File: src/rtl/sgpr_wr_port_arbiter.sv
// Round-robin arbiter for the single SGPR write port. Inserts a one-cycle bubble
// when the next winner's dword range overlaps the grant currently in flight.
module sgpr_wr_port_arbiter #(
  parameter int NUM_REQ    = 10,
  parameter int ADDR_WIDTH = 9,
  parameter int SEL_WIDTH  = 16
) (
  input  logic                          clk,
  input  logic                          rst,
  input  logic [NUM_REQ-1:0]            wr_req,
  input  logic [NUM_REQ*ADDR_WIDTH-1:0] wr_req_addr,
  output logic [SEL_WIDTH-1:0]          wr_select,
  output logic                          wr_grant_valid,
  output logic                          hazard_stall,
  output logic [3:0]                    last_grant_id
);

  localparam int ID_W    = 4;
  localparam int LSU_IDX = 8;
  localparam int EXT_W   = ADDR_WIDTH + 1;

  // Ranges use one extra bit so that addr 511 + span never aliases to 0.
  localparam logic [EXT_W-1:0] SPAN_LSU = EXT_W'(4);
  localparam logic [EXT_W-1:0] SPAN_STD = EXT_W'(2);

  typedef enum logic {
    IDLE_OR_GRANT = 1'b0,
    STALL         = 1'b1
  } state_e;

  state_e                 state_q, state_d;
  logic [ID_W-1:0]        ptr_q, ptr_d;
  logic [SEL_WIDTH-1:0]   sel_q, sel_d;
  logic [ID_W-1:0]        last_id_q, last_id_d;
  logic                   prev_valid_q, prev_valid_d;
  logic [EXT_W-1:0]       prev_lo_q, prev_lo_d;
  logic [EXT_W-1:0]       prev_end_q, prev_end_d;

  logic [NUM_REQ-1:0]     eligible;
  logic                   win_found;
  logic [ID_W-1:0]        win_id;
  logic [ID_W-1:0]        cand_id;
  int                     cand;
  int                     win_base;
  logic [ADDR_WIDTH-1:0]  win_addr;
  logic [EXT_W-1:0]       win_lo;
  logic [EXT_W-1:0]       win_end;
  logic                   overlap;
  logic                   do_grant;

  // The port granted this cycle is writing now, so it cannot win again until next cycle.
  assign eligible = wr_req & ~sel_q[NUM_REQ-1:0];

  // NOTE: every always_comb output gets a default before any branch, so no latch is inferred.
  always_comb begin
    win_found = 1'b0;
    win_id    = '0;
    cand      = 0;
    cand_id   = '0;
    // Walk from the farthest offset down so the nearest eligible index is the last written.
    for (int off = NUM_REQ - 1; off >= 0; off--) begin
      cand = int'(ptr_q) + off;
      if (cand >= NUM_REQ) cand = cand - NUM_REQ;
      cand_id = ID_W'(cand);
      if (eligible[cand_id]) begin
        win_found = 1'b1;
        win_id    = cand_id;
      end
    end
  end

  always_comb begin
    win_base = int'(win_id) * ADDR_WIDTH;
    win_addr = wr_req_addr[win_base +: ADDR_WIDTH];
    win_lo   = {1'b0, win_addr};
    win_end  = win_lo + ((win_id == ID_W'(LSU_IDX)) ? SPAN_LSU : SPAN_STD);
  end

  // Half-open intervals [lo, end) overlap iff each starts before the other ends.
  assign overlap = prev_valid_q && (win_lo < prev_end_q) && (prev_lo_q < win_end);

  always_comb begin
    state_d      = IDLE_OR_GRANT;
    do_grant     = 1'b0;
    ptr_d        = ptr_q;
    sel_d        = '0;
    last_id_d    = last_id_q;
    prev_valid_d = 1'b0;
    prev_lo_d    = prev_lo_q;
    prev_end_d   = prev_end_q;

    unique case (state_q)
      IDLE_OR_GRANT: begin
        if (win_found) begin
          if (overlap) state_d = STALL;
          else         do_grant = 1'b1;
        end
      end
      STALL: begin
        // Nothing is in flight during the bubble, so the re-evaluated winner is granted.
        do_grant = win_found;
      end
      default: state_d = IDLE_OR_GRANT;
    endcase

    if (do_grant) begin
      sel_d[win_id] = 1'b1;
      ptr_d         = (win_id == ID_W'(NUM_REQ - 1)) ? '0 : win_id + 1'b1;
      last_id_d     = win_id;
      prev_valid_d  = 1'b1;
      prev_lo_d     = win_lo;
      prev_end_d    = win_end;
    end
  end

  // NOTE: state registers use non-blocking assignments so every flop samples pre-edge values.
  always_ff @(posedge clk) begin
    if (rst) begin
      state_q      <= IDLE_OR_GRANT;
      ptr_q        <= '0;
      sel_q        <= '0;
      last_id_q    <= '0;
      prev_valid_q <= 1'b0;
    end else begin
      state_q      <= state_d;
      ptr_q        <= ptr_d;
      sel_q        <= sel_d;
      last_id_q    <= last_id_d;
      prev_valid_q <= prev_valid_d;
    end
  end

  // NOTE: the address range is only read when prev_valid_q is set, so it carries no reset.
  always_ff @(posedge clk) begin
    prev_lo_q  <= prev_lo_d;
    prev_end_q <= prev_end_d;
  end

  assign wr_select      = sel_q;
  assign wr_grant_valid = |sel_q;
  assign hazard_stall   = (state_q == STALL);
  assign last_grant_id  = last_id_q;

endmodule

File: config.mk
export PLATFORM = sky130hd
export DESIGN_NAME = sgpr_wr_port_arbiter
export DESIGN_NICKNAME = d
export VERILOG_FILES = /design/src/rtl/sgpr_wr_port_arbiter.sv
export SDC_FILE = /design/constraint.sdc
export NUM_CORES = 1
export LEC_CHECK = 0
export BUFFER_PORTS_ARGS = -buffer_cell sky130_fd_sc_hd__buf_4
export CAP_MARGIN = 30
export CELL_PAD_IN_SITES_DETAIL_PLACEMENT = 0
export CELL_PAD_IN_SITES_GLOBAL_PLACEMENT = 2
export CORE_ASPECT_RATIO = 0.5
export CORE_UTILIZATION = 36
export CTS_BUF_LIST = sky130_fd_sc_hd__clkbuf_16
export CTS_CLUSTER_DIAMETER = 100
export DETAILED_ROUTE_END_ITERATION = 16
export GPL_TIMING_DRIVEN = 0
export PLACE_DENSITY_LB_ADDON = 0.1
export SYNTH_ARGS = -nofsm -noshare
export SYNTH_HDL_FRONTEND = slang
export SYNTH_SLANG_ARGS = --single-unit
File: constraint.sdc
create_clock -name clk -period 23.5 [get_ports clk]
set_input_delay 1.175 -clock clk [delete_from_list [all_inputs] [get_ports clk]]
set_output_delay 1.175 -clock clk [all_outputs]
set_load 0.005 [all_outputs]
## After elaboration in Yosys (flattened, before gate mapping)

Cells that the tools add are included.

| storage, ports and cells | value |
|---|---|
| flip-flop bits (word level) | 45 |
| bits of input ports | 102 |
| output and inout bits | 22 |
| word-level logic and storage cells | 126 |

| operators by class | value |
|---|---|
| add/subtract/negate cells | 21 |
| $mul | 1 |
| $lt $le $gt $ge | 24 |
| equality and inequality tests | 2 |
| shift operators | 1 |
| muxes and demuxes | 59 |
| bitwise operators | 5 |
| reductions and logical operators | 6 |

Operator list:

| cell | number |
|---|---|
| 90-bit by 9-bit variable part select with 9-bit output | 1 |
| 4-bit 2-to-1 mux | 21 |
| 4-bit by 5-bit < comparator with 1-bit output (second input constant) | 11 |
| 5-bit by 4-bit greater-or-equal comparator with 1-bit output (second input constant) | 9 |
| 1-bit binary-select mux with 4-bit select | 10 |
| 4-bit subtractor (second input constant) | 10 |
| 1-bit 2-to-1 mux | 25 |
| 4-bit by 3-bit adder with 5-bit output (second input constant) | 4 |
| 9-bit by 10-bit < comparator with 1-bit output | 2 |
| 16-bit OR reduction | 1 |
| 4-bit by 2-bit adder with 5-bit output (second input constant) | 2 |
| 4-bit by 4-bit adder with 5-bit output (second input constant) | 2 |
| 9-bit by 3-bit adder with 10-bit output | 1 |
| 10-bit bitwise AND | 1 |
| 10-bit NOT | 1 |
| 4-bit == test (second input constant) | 2 |
| 4-bit by 4-bit multiplier with 8-bit output (second input constant) | 1 |
| 4-bit by 1-bit adder with 5-bit output (second input constant) | 1 |
| 4-bit by 1-bit adder with 4-bit output (second input constant) | 1 |
| 1-bit demux with 4-bit select | 1 |
| 4-bit by 1-bit greater-or-equal comparator with 1-bit output (second input constant) | 1 |
| 4-bit greater-or-equal comparator (second input constant) | 1 |
| 1-bit logical AND | 3 |
| 3-bit 2-to-1 mux | 1 |
| 4 further kinds | 6 |

## Longest topological paths before layout

Gate-level depths: netlist of run 1.

| logic depth | value |
|---|---|
| word-level depth | 25 |
| mapped depth | 36 |
| gate-level depth less buffers | 33 |

## Least setup slack after synthesis of run 1

Ideal clock, no wire load.

| timing | value |
|---|---|
| kind | reg2reg |
| start point | reg ptr_q[1] |
| end point | reg last_id_q[0] (netlist: last_grant_id[0]) |
| library setup time | 121 ps |
| arrival time | 7379 ps |
| data required time | 23379 ps |
| path slack | 16000 ps |
| cell stages (with the launch flop) | 31 |
| buffers on the path | 2 |
| period minus slack after synthesis | 7500 ps |
| path through | dfxtp_1 > inv_2 > ha_1 > inv_2 > ha_1 > clkbuf_1 > o211ai_1 > and2_4 > a32o_1 > a21o_2 > a211o_1 > o41ai_4 > buf_2 > mux4_2 > o22ai_1 > inv_1 > ha_1 > a21o_1 > a21o_1 > a21oi_1 > nor2b_1 > o21ai_0 > nand2b_1 > a21oi_1 > o21ai_0 > or4b_1 > o41a_1 > nor4_2 > a211o_2 > inv_2 > mux2_4 |

| between the ends | value |
|---|---|
| cells in the longest elaborated chain, start to end | 23 |
| elaborated cells between the ends (all ways) | 91 |
| classes of those cells | 20 x add/sub; 1 x mul; 12 x order compare; 1 x eq/ne; 1 x shift; 54 x mux; 2 x reduce/logical |

Ends and longest elaborated chain:

| what | RTL line | text |
|---|---|---|
| start, declared | 32 | `logic [ID_W-1:0] ptr_q, ptr_d;` |
| start signal, assigned | 126 | `ptr_q <= ptr_d;` |
| 4-bit by 4-bit adder with 5-bit output | 62 | `cand = int'(ptr_q) + off;` |
| 4-bit subtractor / 5-bit by 4-bit greater-or-equal comparator with 1-bit output (equally long branches) | 63 | `if (cand >= NUM_REQ) cand = cand - NUM_REQ;` |
| 4-bit 2-to-1 mux | 63 |  |
| 1-bit binary-select mux with 4-bit select | 65 | `if (eligible[cand_id]) begin` |
| 1-bit 2-to-1 mux (implied by the code) | 65 |  |
| 4-bit 2-to-1 mux (9 in a row) | 65 |  |
| 4-bit 2-to-1 mux * | 65 |  |
| 4-bit by 4-bit multiplier with 8-bit output * | 73 | `win_base = int'(win_id) * ADDR_WIDTH;` |
| 90-bit by 9-bit variable part select with 9-bit output * | 74 | `win_addr = wr_req_addr[win_base +: ADDR_WIDTH];` |
| named net win_addr[3] | 45 | `logic [ADDR_WIDTH-1:0] win_addr;` |
| 9-bit by 3-bit adder with 10-bit output / 9-bit by 10-bit < comparator with 1-bit output (equally long branches) | 76, 80 |  |
| 9-bit by 10-bit < comparator with 1-bit output / 1-bit logical AND (equally long branches) | 80 | `assign overlap = prev_valid_q && (win_lo < prev_end_q) && (prev_lo_q < win_end);` |
| 1-bit logical AND * | 80 |  |
| 1-bit 2-to-1 mux * | 95 | `if (overlap) state_d = STALL;` |
| 1-bit 2-to-1 mux * | 94 | `if (win_found) begin` |
| 1-bit one-hot mux with 2 select lines * | 92 | `unique case (state_q)` |
| named net do_grant | 49 | `logic do_grant;` |
| end signal, assigned | 128 | `last_id_q <= last_id_d;` |
| end, declared | 34 | `logic [ID_W-1:0] last_id_q, last_id_d;` |

The timed path passes the listed nets; every way through them passes the cells marked *. The select of a mux whose other input is x is not followed.
A chain may end at the register's enable or synchronous reset.

## Final worst setup path of run 1

| timing | value |
|---|---|
| start point | reg ptr_q[0] |
| end point | reg last_id_q[0] (netlist: last_grant_id[0]) |

Same word-level chain as after synthesis.

==> results of run 1 <==
-- tightest hold or removal path, cell delays in order (launching register included) --
cell and delay, ns:
sky130_fd_sc_hd__dfxtp_1 0.31, sky130_fd_sc_hd__nand2b_1 0.06, sky130_fd_sc_hd__mux2i_1 0.06
-- per-stage QoR --
step	area (sq um)	hold slack, ns	instances	setup slack (ns)	util (%)
floorplan	6095	0.4504	755	16.00	-
global placement	7302	0.4532	1105	13.63	44.43
detailed placement	7312	0.4666	1107	13.75	44.50
CTS	7473	0.4812	1115	13.69	45.48
global route	7473	0.5138	1115	13.01	45.48
finish	7473	0.4765	1115	13.73	45.48
-- layer usage --
metal / wire [um] / GRT usage, % / up-vias
met4: 203 / 4.372 / 0
li1: - / - / 3139
met2: 10500 / 43.25 / 216
met3: 1385 / 3.411 / 21
met1: 10770 / 37.70 / 3157
met5: 0 / 0 / -
-- cells in the mapped netlist (all sizes together), types with 9 or more instances --
master  number
a21o        11
a21oi       42
and2         9
buf         16
clkbuf      17
dfxtp       26
edfxtp      18
ha          41
inv         43
mux2        15
mux2i       36
mux4        11
nand2       69
nand2b      26
nand3       13
nor2        45
nor2b       13
nor3        17
nor4        21
o211ai      16
o21ai       31
o22ai       10
or2         11
xnor2       22
-- sequential cells by signal (all words and copies together) (netlist names) --
| register | count |
|---|---|
| wr_select | 16 |
| prev_end_q | 10 |
| prev_lo_q | 8 |
| last_grant_id | 4 |
| ptr_q | 4 |
| hazard_stall | 1 |
| prev_valid_q | 1 |
-- worst max path at each step --
| stage | startpoint | endpoint | slack (ns) | cells after the start |
|---|---|---|---|---|
| after floorplan | ptr_q[1]$_SDFFE_PP0P_ | last_grant_id[0]$_SDFFE_PP0P_ | 16.00 | 30 |
| after global placement | ptr_q[2]$_SDFFE_PP0P_ | last_grant_id[0]$_SDFFE_PP0P_ | 13.63 | 29 |
| after detailed placement | ptr_q[1]$_SDFFE_PP0P_ | last_grant_id[0]$_SDFFE_PP0P_ | 13.75 | 31 |
| after CTS | ptr_q[1]$_SDFFE_PP0P_ | last_grant_id[0]$_SDFFE_PP0P_ | 13.69 | 31 |
| after global routing | ptr_q[1]$_SDFFE_PP0P_ | last_grant_id[0]$_SDFFE_PP0P_ | 13.01 | 31 |
| final | ptr_q[0]$_SDFFE_PP0P_ | last_grant_id[0]$_SDFFE_PP0P_ | 13.73 | 30 |
-- final cells by class --
| type | count | area, sq um | share of cell area [%] |
|---|---|---|---|
| well taps | 227 | 284.0 | 3.800 |
| clock buffers | 6 | 150.1 | 2.009 |
| repair buffers | 125 | 933.4 | 12.49 |
| multi-input cells | 632 | 4696 | 62.83 |
| flip-flops and latches | 44 | 1061 | 14.20 |
| clock inverters | 2 | 11.26 | 0.1507 |
| plain buffers | 33 | 163.9 | 2.193 |
| inverters | 46 | 173.9 | 2.327 |
-- cells by family (layout without fill, tap and decap cells) --
family / count (synthesis) / in the layout / share of synthesized area [%]
multiplexers: 62 / 62 / 12.91
flip-flops: 44 / 44 / 17.46
adder cells (fa/ha/maj): 43 / 43 / 9.102
AND/OR/NAND/NOR: 274 / 274 / 24.24
XOR/XNOR: 24 / 24 / 3.707
other: 1 / 6 / 0.06172
AO/OA/AOI/OAI: 223 / 223 / 26.96
buffers and inverters: 79 / 212 / 5.560
==> impl_metrics.prom, run 1 <==
# TYPE chip_impl_metric gauge
chip_impl_metric{name="area_of_the_die",unit="sq um"} 17430
chip_impl_metric{name="synthesis.instances",unit=""} 750
chip_impl_metric{name="tightestPinTransition",unit="ns"} 0.9783
chip_impl_info{name="leading_cell_type_in_the_layout_fill_and_taps_excluded",value="sky130_fd_sc_hd__buf_4"} 1
chip_impl_info{name="status",value="finished clean"} 1
chip_impl_metric{name="place.gp.congestion",unit=""} 0.9391
chip_impl_info{name="critPathSlowestCell",value="sky130_fd_sc_hd__o41ai_4"} 1
chip_impl_metric{name="max_cap_viol_count",unit=""} 0
chip_impl_info{name="critPathCaptureType",value="flip-flop"} 1
chip_impl_info{name="hp_start",value="last_grant_id[3]$_SDFFE_PP0P_"} 1
chip_impl_metric{name="min_delay_path_depth",unit=""} 2
chip_impl_metric{name="clkLatencyLatePin",unit="ns"} 0.28
chip_impl_metric{name="final_nets",unit=""} 1032
chip_impl_metric{name="worst_slew_margin_rel",unit="%"} 34.18
chip_impl_metric{name="chipWidth",unit="um"} 185.7
chip_impl_metric{name="ys_warn_count",unit=""} 0
chip_impl_metric{name="timing.critical_path.required",unit="ns"} 23.67
chip_impl_metric{name="vias",unit=""} 6533
chip_impl_metric{name="gr-total-overflow",unit=""} 0
chip_impl_metric{name="synth_cell_type_count",unit=""} 94
chip_impl_metric{name="timing.critical_path.slowest_cell_delay",unit="ns"} 0.80
chip_impl_metric{name="initial_utilization",unit="%"} 36.97
chip_impl_metric{name="synth_seq_area_share",unit="%"} 17.46
chip_impl_info{name="grt_setup_unrepaired",value="false"} 1
chip_impl_info{name="startpoint_type",value="flip-flop"} 1
chip_impl_metric{name="wirelength",unit="mm"} 22.86
chip_impl_metric{name="post_cts_setup_driven_buffer_insertion_count",unit=""} 0
chip_impl_metric{name="drive_gt1_share",unit="%"} 23.09
chip_impl_metric{name="first_global_vias",unit=""} 6176
chip_impl_metric{name="syn-mean-instance-area",unit="sq um"} 8.101
chip_impl_info{name="yosys_most_used_dff",value="sky130_fd_sc_hd__dfxtp_1"} 1
chip_impl_metric{name="antenna_found_initial",unit=""} 0
chip_impl_metric{name="cts_repair_resize_count",unit=""} 0
chip_impl_metric{name="worstPathBufferInverterCount",unit=""} 8
chip_impl_info{name="criticalPathCategory",value="flip-flop to flip-flop"} 1
chip_impl_info{name="cts_root_buf",value="sky130_fd_sc_hd__clkbuf_16"} 1
chip_impl_metric{name="regToRegSetupSlack",unit="ns"} 13.73
chip_impl_metric{name="max_freq",unit="MHz"} 102.4
chip_impl_metric{name="netlist.area_leader.share",unit="%"} 8.896
chip_impl_metric{name="cts.hold.buffers_added",unit=""} 0
chip_impl_metric{name="total_negative_setup_slacks",unit="ns"} 0
chip_impl_metric{name="report.final.hold_viol_count",unit=""} 0
chip_impl_metric{name="grt_max_degree",unit=""} 22
chip_impl_info{name="netlist_top_cells_area",value="sky130_fd_sc_hd__edfxtp_1 (8.9%), sky130_fd_sc_hd__dfxtp_1 (8.6%), sky130_fd_sc_hd__ha_1 (8.4%), sky130_fd_sc_hd__mux2i_1 (5.9%), sky130_fd_sc_hd__nand2_1 (4.3%)"} 1
chip_impl_metric{name="routed_via_density",unit=""} 5.859
chip_impl_metric{name="timing.critical_path.fanout_max",unit=""} 21
chip_impl_metric{name="ys_seq_elements",unit=""} 44
chip_impl_metric{name="setup-violations-final",unit=""} 0
chip_impl_metric{name="final.setup_skew",unit="ns"} 0.004939
chip_impl_metric{name="antenna_violating_nets_post_route",unit=""} 0
chip_impl_metric{name="netlist_area_before_placement",unit="sq um"} 6076
chip_impl_info{name="worst_hold_path_type",value="flip-flop to flip-flop"} 1
chip_impl_metric{name="clock_path_buffers",unit=""} 2
chip_impl_metric{name="io_buffers",unit=""} 123
chip_impl_metric{name="io_pins",unit=""} 124
chip_impl_metric{name="antenna_cells_inserted",unit=""} 0
chip_impl_info{name="path_common_cell",value="sky130_fd_sc_hd__ha_1"} 1
chip_impl_metric{name="drt-wirelength-per-cell",unit="um"} 20.50
chip_impl_metric{name="final_min_period_over_clock_period",unit="%"} 41.57
chip_impl_info{name="synth_top_cell_by_area",value="sky130_fd_sc_hd__edfxtp_1"} 1
chip_impl_metric{name="grtUsageTotal",unit="%"} 26.55
chip_impl_metric{name="period_needed",unit="ns"} 9.769
chip_impl_metric{name="dr.first_iter.drc_count",unit=""} 479
chip_impl_info{name="cts_tree",value="done"} 1
chip_impl_info{name="holdPathEnd",value="last_grant_id[3]$_SDFFE_PP0P_"} 1
chip_impl_metric{name="worst_ep_arrival_time",unit="ns"} 9.94
chip_impl_metric{name="core-area",unit="sq um"} 16430
chip_impl_metric{name="layout_area_growth_over_synthesis",unit="%"} 23.00
chip_impl_metric{name="die_h",unit="um"} 93.86
chip_impl_metric{name="htree_levels",unit=""} 2
chip_impl_info{name="r2r-end",value="last_grant_id[0]$_SDFFE_PP0P_"} 1
chip_impl_metric{name="final_max_slew_viol_count",unit=""} 0
chip_impl_metric{name="cts_sinks",unit=""} 44
chip_impl_metric{name="drt_drc_violations_left",unit=""} 0
chip_impl_metric{name="clkSlewWorstSetupHoldPaths",unit="ns"} 0.06
chip_impl_info{name="rr_startpoint",value="ptr_q[0]$_SDFFE_PP0P_"} 1
chip_impl_metric{name="cts-buffers-inserted",unit=""} 5
chip_impl_metric{name="r2r_cells",unit=""} 30
chip_impl_metric{name="synth-edff-count",unit=""} 18
chip_impl_metric{name="num_rows",unit=""} 33
chip_impl_metric{name="dp_hpwl",unit="mm"} 17.92
chip_impl_metric{name="num-fill-cells",unit=""} 1681
chip_impl_info{name="cp_top_family",value="compound AO/OA/AOI/OAI gates"} 1
chip_impl_metric{name="fraction_of_registers_with_async_set_reset",unit="%"} 0
chip_impl_metric{name="firstDrtPassIters",unit=""} 5
chip_impl_metric{name="grt_first_pass_wirelength",unit="mm"} 35.15
chip_impl_info{name="layout_common_cells",value="sky130_fd_sc_hd__buf_4 (124), sky130_fd_sc_hd__nand2_1 (69), sky130_fd_sc_hd__nor2_1 (45)"} 1
Power of run 1 is not shown: default switching activity piles up to over one toggle a cycle in this logic, so the estimate is an artifact.
==> run 2: changes to the inputs <==
--- a/config.mk
+++ b/config.mk
@@ -10,7 +10,7 @@
 export CELL_PAD_IN_SITES_DETAIL_PLACEMENT = 0
 export CELL_PAD_IN_SITES_GLOBAL_PLACEMENT = 2
 export CORE_ASPECT_RATIO = 0.5
-export CORE_UTILIZATION = 36
+export CORE_UTILIZATION = 30
 export CTS_BUF_LIST = sky130_fd_sc_hd__clkbuf_16
 export CTS_CLUSTER_DIAMETER = 100
 export DETAILED_ROUTE_END_ITERATION = 16
==> constraint.sdc (replaced) <==
create_clock -name clk -period 8.5 [get_ports clk]
set_input_delay 0.425 -clock clk [delete_from_list [all_inputs] [get_ports clk]]
set_output_delay 0.425 -clock clk [all_outputs]
set_load 0.005 [all_outputs]
==> run 2 against run 1 <==
Effect of this change:
- clock skew barely moved
- die area rose by 20%
- worst hold slack improved by 0.00084 ns
- sequential share of layout area fell by 0.51 points
- wire length rose by 7.1%
- setup slack got worse by 13 ns
- critical path depth rose by 3
- first-iteration DRC count fell by 19%
==> impl_metrics.prom, run 2 (synthesized netlist as in run 1, its figures left out) <==
# TYPE chip_impl_metric gauge
chip_impl_info{name="path_common_cell",value="sky130_fd_sc_hd__ha_1"} 1
chip_impl_metric{name="final_max_slew_viol_count",unit=""} 0
chip_impl_metric{name="drt_drc_violations_left",unit=""} 0
chip_impl_info{name="critPathCaptureType",value="flip-flop"} 1
chip_impl_info{name="highest_layer",value="met4"} 1
chip_impl_metric{name="met2WireLength",unit="mm"} 11.43
chip_impl_metric{name="met1Wirelength",unit="mm"} 11.88
chip_impl_metric{name="timing.critical_path.required",unit="ns"} 8.66
chip_impl_metric{name="report.final.hold_viol_count",unit=""} 0
chip_impl_metric{name="layout_area_growth_over_synthesis",unit="%"} 28.23
chip_impl_metric{name="clock_path_buffers",unit=""} 2
chip_impl_metric{name="antenna_violating_nets_post_route",unit=""} 0
chip_impl_metric{name="grt_max_degree",unit=""} 22
chip_impl_metric{name="seq_area",unit="sq um"} 1066
chip_impl_metric{name="period_needed",unit="ns"} 8.094
chip_impl_metric{name="dr.first_iter.drc_count",unit=""} 387
chip_impl_info{name="leading_cell_type_in_the_layout_fill_and_taps_excluded",value="sky130_fd_sc_hd__buf_4"} 1
chip_impl_metric{name="die_h",unit="um"} 102.6
chip_impl_metric{name="num_rows",unit=""} 36
chip_impl_metric{name="wirelength",unit="mm"} 24.48
chip_impl_metric{name="final_min_period_over_clock_period",unit="%"} 95.22
chip_impl_metric{name="grt_first_pass_wirelength",unit="mm"} 36.67
chip_impl_metric{name="final.setup_skew",unit="ns"} 0.004961
chip_impl_metric{name="cts.hold.buffers_added",unit=""} 0
chip_impl_metric{name="io_pins",unit=""} 124
chip_impl_metric{name="first_global_vias",unit=""} 6269
chip_impl_metric{name="htree_levels",unit=""} 2
chip_impl_metric{name="timing.critical_path.fanout_max",unit=""} 10
chip_impl_metric{name="core-area",unit="sq um"} 19640
chip_impl_info{name="worst_hold_path_type",value="flip-flop to flip-flop"} 1
chip_impl_metric{name="antenna_cells_inserted",unit=""} 0
chip_impl_metric{name="worstPathBufferInverterCount",unit=""} 7
chip_impl_metric{name="min_delay_path_depth",unit=""} 2
chip_impl_metric{name="detailedPlace.worstSlack",unit="ns"} -1.238
chip_impl_metric{name="antenna_found_initial",unit=""} 0
chip_impl_metric{name="initial_utilization",unit="%"} 30.94
chip_impl_metric{name="drive_gt1_share",unit="%"} 28.08
chip_impl_metric{name="drt-wirelength-per-cell",unit="um"} 21.11
chip_impl_metric{name="num-fill-cells",unit=""} 2069
chip_impl_metric{name="routed_via_density",unit=""} 5.656
chip_impl_metric{name="worst_slew_margin_rel",unit="%"} 37.65
chip_impl_metric{name="multi_input_comb_area",unit="sq um"} 4887
chip_impl_metric{name="fin_util",unit="%"} 39.67
chip_impl_metric{name="area_of_the_die",unit="sq um"} 20860
chip_impl_metric{name="grtUsageTotal",unit="%"} 23.14
chip_impl_info{name="status",value="finished clean"} 1
chip_impl_metric{name="gr-total-overflow",unit=""} 0
chip_impl_info{name="critPathSlowestCell",value="sky130_fd_sc_hd__or4_1"} 1
chip_impl_metric{name="setup-violations-final",unit=""} 0
chip_impl_metric{name="worst_ep_arrival_time",unit="ns"} 8.26
chip_impl_metric{name="clkLatencyLatePin",unit="ns"} 0.28
chip_impl_metric{name="chipWidth",unit="um"} 203.3
chip_impl_metric{name="tightestPinTransition",unit="ns"} 0.9309
chip_impl_metric{name="wl_met3",unit="um"} 877
chip_impl_metric{name="cts_sinks",unit=""} 44
chip_impl_metric{name="dpl.cell_count",unit=""} 1145
chip_impl_metric{name="clkSlewWorstSetupHoldPaths",unit="ns"} 0.06
chip_impl_metric{name="max_cap_viol_count",unit=""} 0
chip_impl_info{name="cts_tree",value="done"} 1
chip_impl_metric{name="flip_flop_count_of_the_largest_register_after_layout",unit=""} 16
chip_impl_metric{name="final_nets",unit=""} 1038
chip_impl_metric{name="io_buffers",unit=""} 123
chip_impl_metric{name="cts-buffers-inserted",unit=""} 5
chip_impl_metric{name="hold-worst-slack",unit="ns"} 0.4773
chip_impl_info{name="cp_top_family",value="compound AO/OA/AOI/OAI gates"} 1
chip_impl_metric{name="critical_path_depth",unit=""} 33
chip_impl_metric{name="timing.critical_path.slowest_cell_delay",unit="ns"} 0.57
chip_impl_metric{name="final_critical_path_setup_slack",unit="ns"} 0.4062
chip_impl_metric{name="finish.cell_count_without_fillers",unit=""} 1160
chip_impl_metric{name="vias",unit=""} 6561
chip_impl_metric{name="max_freq",unit="MHz"} 123.6
chip_impl_metric{name="place.gp.congestion",unit=""} 0.9008
chip_impl_info{name="criticalPathCategory",value="flip-flop to flip-flop"} 1
chip_impl_info{name="layout_common_cells",value="sky130_fd_sc_hd__buf_4 (135), sky130_fd_sc_hd__nand2_1 (69), sky130_fd_sc_hd__nor2_1 (45)"} 1
chip_impl_info{name="startpoint_type",value="flip-flop"} 1
chip_impl_metric{name="dp_hpwl",unit="mm"} 19.46
chip_impl_metric{name="r2r_cells",unit=""} 33
chip_impl_metric{name="firstDrtPassIters",unit=""} 6
chip_impl_info{name="cts_root_buf",value="sky130_fd_sc_hd__clkbuf_16"} 1
run 2: cell count changes in the layout (fill, tap and decap cells not counted), moves of 3 or more:
cell	before	now
sky130_fd_sc_hd__a21oi_1	42	39
sky130_fd_sc_hd__clkbuf_1	17	5
sky130_fd_sc_hd__buf_4	124	135
sky130_fd_sc_hd__a21oi_2	0	3
sky130_fd_sc_hd__buf_2	13	10
sky130_fd_sc_hd__o21ai_0	27	24
sky130_fd_sc_hd__clkbuf_2	0	9
run 2: worst paths after layout:
path / end / from / slack (ns)
worst max-delay path: ptr_q[1]$_SDFFE_PP0P_ / ptr_q[1]$_SDFFE_PP0P_ / 0.41
worst min-delay path: last_grant_id[3]$_SDFFE_PP0P_ / last_grant_id[3]$_SDFFE_PP0P_ / 0.48
worst max register to register: ptr_q[1]$_SDFFE_PP0P_ / ptr_q[1]$_SDFFE_PP0P_ / 0.41
worst min register to register: last_grant_id[3]$_SDFFE_PP0P_ / last_grant_id[3]$_SDFFE_PP0P_ / 0.48
run 2: worst min-delay path, cell delays in order (launching register included):
cell and delay, ns:
sky130_fd_sc_hd__dfxtp_1 0.31, sky130_fd_sc_hd__nand2b_1 0.06, sky130_fd_sc_hd__mux2i_1 0.06
run 2: final cells by class:
type	count	area share, %
repair buffers	131	12.56
flip-flops and latches	44	13.68
clock inverters	3	0.1445
multi-input cells	632	62.73
well taps	266	4.272
plain buffers	33	2.489
clock buffers	5	1.606
inverters	46	2.521
run 2: repair_timing:
action,in CTS,in global routing
setup endpoints to repair,38,37
setup buffers,3,3
gates resized for setup,27,49
pin swaps,2,1
run 2: metrics by stage:
| step | setup TNS, ns | instance area, sq um |
|---|---|---|
| finish | 0 | 7791 |
| floorplan | 0 | 6095 |
| global route | -0.007884 | 7791 |
| global placement | -49.95 | 7351 |
| detailed placement | -40.25 | 7356 |
| CTS | 0 | 7599 |
run 2: per-layer routing:
metal / up-vias / track usage (%)
met4: 0 / 4.858
met5: - / 0
met3: 23 / 1.485
li1: 3147 / -
met1: 3236 / 33.24
met2: 155 / 38.33
Power of run 2 is left out for the same reason.
